[src/rtl/mlp_stream_sequencer.sv]
// mlp_stream_sequencer
// Host-side sequencer for the MLP accelerator. For each layer pass it reads
// ifmap, weight and bias words from a unified buffer and streams them to the
// accelerator, then captures the returned ofmap words back into the buffer.
// Runs 1..MAX_PASS passes per start; in chain mode the ofmap of pass p-1 is
// re-fed as the bias stream of pass p.
//
// Optional feature macro: LOADER_PERF_EN (busy-cycle counter on perf_cycles;
// when undefined perf_cycles is tied to 0).
//
// Ports:
//   clk, rst            clock, synchronous active-high reset
//   start               1-cycle run request, accepted only when idle
//   num_pass            passes to run (1..MAX_PASS), sampled at start
//   chain_mode          bias of pass p>0 comes from ofmap of pass p-1
//   *_base              buffer region bases, sampled at start
//   rd_en/rd_addr       buffer read port; rd_data valid one cycle after rd_en
//   wr_en/wr_addr/wr_data  buffer write port for ofmap words
//   acc_ready           1-cycle pulse opening an accelerator pass
//   acc_data            operand stream to the accelerator (0 when idle)
//   acc_valid/acc_ofmap ofmap words returned by the accelerator
//   busy, done, error   run status; error is sticky until the next start
//   perf_cycles         busy-cycle count of the last run
module mlp_stream_sequencer #(
    parameter int DATA_W       = 32,
    parameter int ADDR_W       = 16,
    parameter int IFMAP_WORDS  = 16,
    parameter int WEIGHT_WORDS = 1024,
    parameter int BIAS_WORDS   = 64,
    parameter int OFMAP_WORDS  = 64,
    parameter int MAX_PASS     = 4,
    parameter int TIMEOUT_CYC  = 4096
) (
    input  logic                      clk,
    input  logic                      rst,
    input  logic                      start,
    input  logic [$clog2(MAX_PASS):0] num_pass,
    input  logic                      chain_mode,
    input  logic [ADDR_W-1:0]         ifmap_base,
    input  logic [ADDR_W-1:0]         weight_base,
    input  logic [ADDR_W-1:0]         bias_base,
    input  logic [ADDR_W-1:0]         ofmap_base,
    output logic                      rd_en,
    output logic [ADDR_W-1:0]         rd_addr,
    input  logic [DATA_W-1:0]         rd_data,
    output logic                      wr_en,
    output logic [ADDR_W-1:0]         wr_addr,
    output logic [DATA_W-1:0]         wr_data,
    output logic                      acc_ready,
    output logic [DATA_W-1:0]         acc_data,
    input  logic                      acc_valid,
    input  logic [DATA_W-1:0]         acc_ofmap,
    output logic                      busy,
    output logic                      done,
    output logic                      error,
    output logic [31:0]               perf_cycles
);

    localparam int NP_W = $clog2(MAX_PASS) + 1;
    localparam int L    = IFMAP_WORDS + WEIGHT_WORDS + BIAS_WORDS;
    localparam int RC_W = $clog2(L + 1);
    localparam int OC_W = $clog2(OFMAP_WORDS + 1);
    localparam int TC_W = $clog2(TIMEOUT_CYC + 1);

    typedef enum logic [2:0] {
        S_IDLE, S_CHECK, S_QUIESCE, S_KICK, S_STREAM, S_DRAIN, S_DONE
    } state_t;

    state_t            state, state_nxt;
    logic [RC_W-1:0]   rd_cnt;
    logic [OC_W-1:0]   ofmap_cnt;
    logic [TC_W-1:0]   tmo_cnt;
    logic [NP_W-1:0]   pass_idx;
    logic              rd_vld_p1;
    logic              set_error;
    logic              start_acc;
    logic              capture;
    logic              pass_done;
    logic              last_pass;

    logic [NP_W-1:0]   num_pass_q;
    logic              chain_q;
    logic [ADDR_W-1:0] ifmap_base_q, weight_base_q, bias_base_q, ofmap_base_q;

    logic [ADDR_W-1:0] pa, rd_idx, wr_idx;

    assign start_acc = start && (state == S_IDLE);
    assign capture   = (state == S_KICK) || (state == S_STREAM) || (state == S_DRAIN);
    assign pass_done = (ofmap_cnt == OC_W'(OFMAP_WORDS));
    assign last_pass = (NP_W'(pass_idx + 1'b1) == num_pass_q);

    // Configuration is captured once per accepted start.
    always_ff @(posedge clk) begin
        if (start_acc) begin
            num_pass_q    <= num_pass;
            chain_q       <= chain_mode;
            ifmap_base_q  <= ifmap_base;
            weight_base_q <= weight_base;
            bias_base_q   <= bias_base;
            ofmap_base_q  <= ofmap_base;
        end
    end

    always_ff @(posedge clk) begin
        if (rst) begin
            state     <= S_IDLE;
            rd_cnt    <= '0;
            ofmap_cnt <= '0;
            tmo_cnt   <= '0;
            pass_idx  <= '0;
            rd_vld_p1 <= 1'b0;
            error     <= 1'b0;
        end else begin
            state     <= state_nxt;
            // Read index runs only while reading; word 0 is issued in KICK.
            rd_cnt    <= rd_en ? rd_cnt + 1'b1 : '0;
            // Stage boundary: buffer read -> accelerator stream.
            rd_vld_p1 <= rd_en;
            if (wr_en)
                ofmap_cnt <= ofmap_cnt + 1'b1;
            else if (state == S_IDLE || state == S_QUIESCE)
                ofmap_cnt <= '0;
            tmo_cnt <= (state == S_DRAIN && !acc_valid) ? tmo_cnt + 1'b1 : '0;
            if (state == S_IDLE)
                pass_idx <= '0;
            else if (state == S_DRAIN && pass_done && !last_pass)
                pass_idx <= pass_idx + 1'b1;
            if (start_acc)
                error <= 1'b0;
            else if (set_error)
                error <= 1'b1;
        end
    end

    always_comb begin
        state_nxt = state;
        set_error = 1'b0;
        case (state)
            S_IDLE:    if (start) state_nxt = S_CHECK;
            S_CHECK: begin
                if (num_pass_q == '0 || num_pass_q > NP_W'(MAX_PASS) ||
                    (chain_q && BIAS_WORDS != OFMAP_WORDS)) begin
                    set_error = 1'b1;
                    state_nxt = S_DONE;
                end else begin
                    state_nxt = S_QUIESCE;
                end
            end
            // Never open a pass while the accelerator is still emitting words.
            S_QUIESCE: if (!acc_valid) state_nxt = S_KICK;
            S_KICK:    state_nxt = S_STREAM;
            S_STREAM:  if (rd_cnt == RC_W'(L - 1)) state_nxt = S_DRAIN;
            S_DRAIN: begin
                if (pass_done) begin
                    state_nxt = last_pass ? S_DONE : S_QUIESCE;
                end else if (!acc_valid && tmo_cnt == TC_W'(TIMEOUT_CYC - 1)) begin
                    set_error = 1'b1;
                    state_nxt = S_DONE;
                end
            end
            S_DONE:    state_nxt = S_IDLE;
            default:   state_nxt = S_IDLE;
        endcase
    end

    assign rd_en     = (state == S_KICK) || (state == S_STREAM);
    assign acc_ready = (state == S_KICK);
    assign busy      = (state != S_IDLE) && (state != S_DONE);
    assign done      = (state == S_DONE);
    assign acc_data  = rd_vld_p1 ? rd_data : '0;

    // Words past OFMAP_WORDS in a pass are dropped.
    assign wr_en   = capture && acc_valid && (ofmap_cnt < OC_W'(OFMAP_WORDS));
    assign wr_data = wr_en ? acc_ofmap : '0;

    always_comb begin
        pa      = ADDR_W'(pass_idx);
        rd_idx  = ADDR_W'(rd_cnt);
        wr_idx  = ADDR_W'(ofmap_cnt);
        rd_addr = '0;
        wr_addr = '0;
        if (rd_en) begin
            if (rd_cnt < RC_W'(IFMAP_WORDS))
                rd_addr = ifmap_base_q + pa * ADDR_W'(IFMAP_WORDS) + rd_idx;
            else if (rd_cnt < RC_W'(IFMAP_WORDS + WEIGHT_WORDS))
                rd_addr = weight_base_q + pa * ADDR_W'(WEIGHT_WORDS) + rd_idx
                          - ADDR_W'(IFMAP_WORDS);
            else if (chain_q && pass_idx != '0)
                // Chain mode: bias comes from the previous pass's ofmap region.
                rd_addr = ofmap_base_q + (pa - 1'b1) * ADDR_W'(OFMAP_WORDS) + rd_idx
                          - ADDR_W'(IFMAP_WORDS + WEIGHT_WORDS);
            else
                rd_addr = bias_base_q + pa * ADDR_W'(BIAS_WORDS) + rd_idx
                          - ADDR_W'(IFMAP_WORDS + WEIGHT_WORDS);
        end
        if (wr_en)
            wr_addr = ofmap_base_q + pa * ADDR_W'(OFMAP_WORDS) + wr_idx;
    end

`ifdef LOADER_PERF_EN
    logic [31:0] perf_q;
    always_ff @(posedge clk) begin
        if (rst)
            perf_q <= '0;
        else if (start_acc)
            perf_q <= '0;
        else if (busy)
            perf_q <= perf_q + 1'b1;
    end
    assign perf_cycles = perf_q;
`else
    assign perf_cycles = '0;
`endif

endmodule

[config.mk]
export PLATFORM = sky130hd
export DESIGN_NAME = mlp_stream_sequencer
export DESIGN_NICKNAME = d
export VERILOG_FILES = /design/src/rtl/mlp_stream_sequencer.sv
export SDC_FILE = /design/constraint.sdc
export NUM_CORES = 1
export LEC_CHECK = 0
export CAP_MARGIN = 20
export CORE_ASPECT_RATIO = 0.6
export CORE_MARGIN = 1.5
export CORE_UTILIZATION = 40
export DETAILED_ROUTE_END_ITERATION = 16
export HOLD_SLACK_MARGIN = 0.06
export PLACE_DENSITY = 0.69
export SLEW_MARGIN = 20
export SYNTH_ARGS = -nofsm -noshare
export SYNTH_HDL_FRONTEND = slang
export SYNTH_SLANG_ARGS = --single-unit
[constraint.sdc]
create_clock -name clk -period 6.6 [get_ports clk]
set_input_delay 0.66 -clock clk [delete_from_list [all_inputs] [get_ports clk]]
set_output_delay 0.66 -clock clk [all_outputs]
set_load 0.03 [all_outputs]
==> flow_summary.json <==
{
  "synthArstFlopShare_pct": 0,
  "peakVddDrop_uv": 154,
  "viasPerCell": 5.21,
  "min_period_ps": 5490,
  "synth_top_area_share_pct": 21.0,
  "r2r_cells": 8,
  "die_y_um": 124,
  "std_cell_rows": 43,
  "fin_nets": 1606,
  "yosysSeqAreaShare_pct": 29.0,
  "synth.distinct_cells": 76,
  "p_total_mw": 2.21,
  "clock.fmax_mhz": 182,
  "clock_skew_ps": 12.1,
  "dieArea_um2": 25300,
  "place_congestion": 0.906,
  "cpLargestDelayFamily": "adder cells",
  "worstReg2RegStart": "state[2]$_SDFFE_PP0P_",
  "portBuffers": 237,
  "initial_core_util_pct": 41.4,
  "grt_pass1_wl_um": 43300,
  "critPathKind": "reg -> out",
  "final.setup.tns_ps": 0,
  "synth_cells": 1074,
  "drive_gt1_share_pct": 3.07,
  "worstPathCellList": "inv_1 -> nand3_1 -> fa_1 -> inv_1 -> ha_1 -> ha_1 -> and3_1 -> a31o_2 -> nor3b_1 -> a22oi_1 -> xnor2_1 -> o22ai_1 -> a211oi_1 -> clkdlybuf4s50_1",
  "worst_slew_pin_slew_ps": 884,
  "synthFlopType": "edfxtp_1",
  "postCtsHoldBufs": 0,
  "worstHoldPathType": "reg -> reg",
  "cts_resized": 0,
  "yosysTopAreaCell": "edfxtp_1",
  "antenna_found_initial": 0,
  "status": "finished, final reports clean",
  "maxSlewHeadroom_pct": 40.6,
  "drc_errors": 0,
  "cp.buffers_inverters": 3,
  "cts_tree": "yes",
  "hold_ws_ps": 452,
  "vias": 8426,
  "ioPinCount": 270,
  "synthTopCellsByArea": "edfxtp_1, ha_1, dfxtp_1, xnor2_1, and2_1",
  "cts_setup_buffers": 0,
  "clk_pin_slew_ps": 80,
  "slowest_delay_ps": 710,
  "powerDensity_nw_per_um2": 176,
  "rrSetupSlack_ps": 3850,
  "worst_ep_required_time_ps": 5940,
  "grt_overflow": 0,
  "drt_iter0_markers": 750,
  "most-common-layout-cells": "clkdlybuf4s50_1, ha_1, inv_1, nor2_1, and2_1",
  "rsz0062_at_grt": "no",
  "htree_levels": 3,
  "clock_sinks": 107,
  "coreArea_um2": 23500,
  "root_buffer": "clkbuf_16",
  "cts_buffers": 9,
  "grt_util_all_layers_pct": 22.8,
  "ys.warnings.count": 0,
  "syn_to_final_growth_pct": 29.4,
  "cp_max_fo": 7,
  "drtAntennaViolNets": 0,
  "diodes": 0,
  "drt_pass1_iterations": 5,
  "report.final.slew_viol_count": 0,
  "drv_cap": 0,
  "synth_edf_count": 68,
  "critPathCaptureType": "output pin",
  "crit_slowest_cell": "clkdlybuf4s50_1",
  "startpoint_type": "flip-flop",
  "routedWlPerCell_um": 18.0,
  "cp_data_arrival_time_ps": 4830,
  "synth.avg_cell_area_um2": 9.07,
  "dp_hpwl_um": 23700,
  "p_leak_nw": 5.51,
  "timing.rr.end": "rd_cnt[1]$_SDFF_PP0_",
  "final_util_pct": 53.6,
  "synth-seq-cells": 107,
  "cp-endpoint": "rd_addr[15]",
  "first_global_vias": 7516,
  "syn_area_um2": 9740,
  "hold_violations": 0,
  "cp.depth": 14,
  "die_x_um": 204,
  "clock_path_buffers": 2,
  "fin_crit_sh_pct": 83.2,
  "final-setup-viol-count": 0,
  "wl_um": 29100,
  "final_common_cell": "clkdlybuf4s50_1",
  "clk_latency_ps": 370,
  "startpoint": "pass_idx[0]$_SDFFE_PP0P_",
  "grt_max_degree": 46
}
==> where the power goes <==
part	switching, mW	internal, mW
clock network	0.293	0.269
registers	0.0417	0.776
logic	0.471	0.362
total	0.806	1.41
==> Yosys cell counts (all sizes together), types with 3 or more instances <==
cell / number
o211ai: 9
o21bai: 3
or3: 6
nand4: 14
xor2: 25
a311oi: 3
nor3: 16
a211o: 3
o21ai: 38
inv: 115
nand3: 24
nand2b: 9
o2111ai: 4
a21oi: 53
a21o: 19
a211oi: 14
buf: 39
and3: 18
or4: 3
xnor2: 55
a21boi: 3
ha: 154
dfxtp: 39
edfxtp: 68
nor2: 88
o22ai: 4
o21a: 16
fa: 18
or2: 3
and2: 70
a31oi: 8
nor3b: 4
a221oi: 4
nand2: 48
clkbuf: 22
nor2b: 13
==> final cells by class <==
class                      count  area, um2
tap                          315        394
inverter                     117        439
multi-input combinational    820       6230
sequential                   107       2820
clock inverter                 6       67.6
clock buffer                  10        229
fill                        2145      10900
timing repair buffer         243       2420
==> kinds of logic after synthesis <==
family	Yosys count	share of synthesized area, %
DFF	107	29.0
AOI/OAI and AO/OA	203	13.8
other	1	0.0385
muxes	4	0.437
buffers and inverters	178	8.30
and+or+nand+nor	327	17.5
xor gates and xnor gates	80	7.20
adders and majority gates	174	23.7
==> registers in the layout, indices dropped and copies added, names as in the netlist <==
signal,count
ifmap_base_q,16
state,3
ofmap_cnt,7
chain_q,1
weight_base_q,16
bias_base_q,16
rd_vld_p1,1
num_pass_q,3
tmo_cnt,13
pass_idx,3
error,1
rd_cnt,11
ofmap_base_q,16
==> stage by stage <==
step	area, um2	cells	setup slack (ps)
global placement	12300	1602	1620
detailed placement	12300	1602	1570
global route	12600	1618	800
finish	12600	1618	1110
floorplan	9850	1105	638
CTS	12600	1618	1150
==> metal layers <==
metal  track usage (%)  share of wire (%)
met4              3.49               0.53
met5                 0                  0
met3              6.41                8.4
met2              30.0                 39
met1              36.1                 52
==> how the worst min path moves through the flow <==
stage,start,end,slack (ps),depth (start not counted)
3_3_place_gp,tmo_cnt[0]$_SDFF_PP0_,tmo_cnt[0]$_SDFF_PP0_,430,1
3_5_place_dp,tmo_cnt[0]$_SDFF_PP0_,tmo_cnt[0]$_SDFF_PP0_,440,1
4_1_cts,tmo_cnt[0]$_SDFF_PP0_,tmo_cnt[0]$_SDFF_PP0_,450,1
5_1_grt,tmo_cnt[0]$_SDFF_PP0_,tmo_cnt[0]$_SDFF_PP0_,480,1
6_report,tmo_cnt[0]$_SDFF_PP0_,tmo_cnt[0]$_SDFF_PP0_,450,1
2_1_floorplan,tmo_cnt[0]$_SDFF_PP0_,tmo_cnt[0]$_SDFF_PP0_,410,1
No activity file was read; power rests on OpenSTA's default activity.
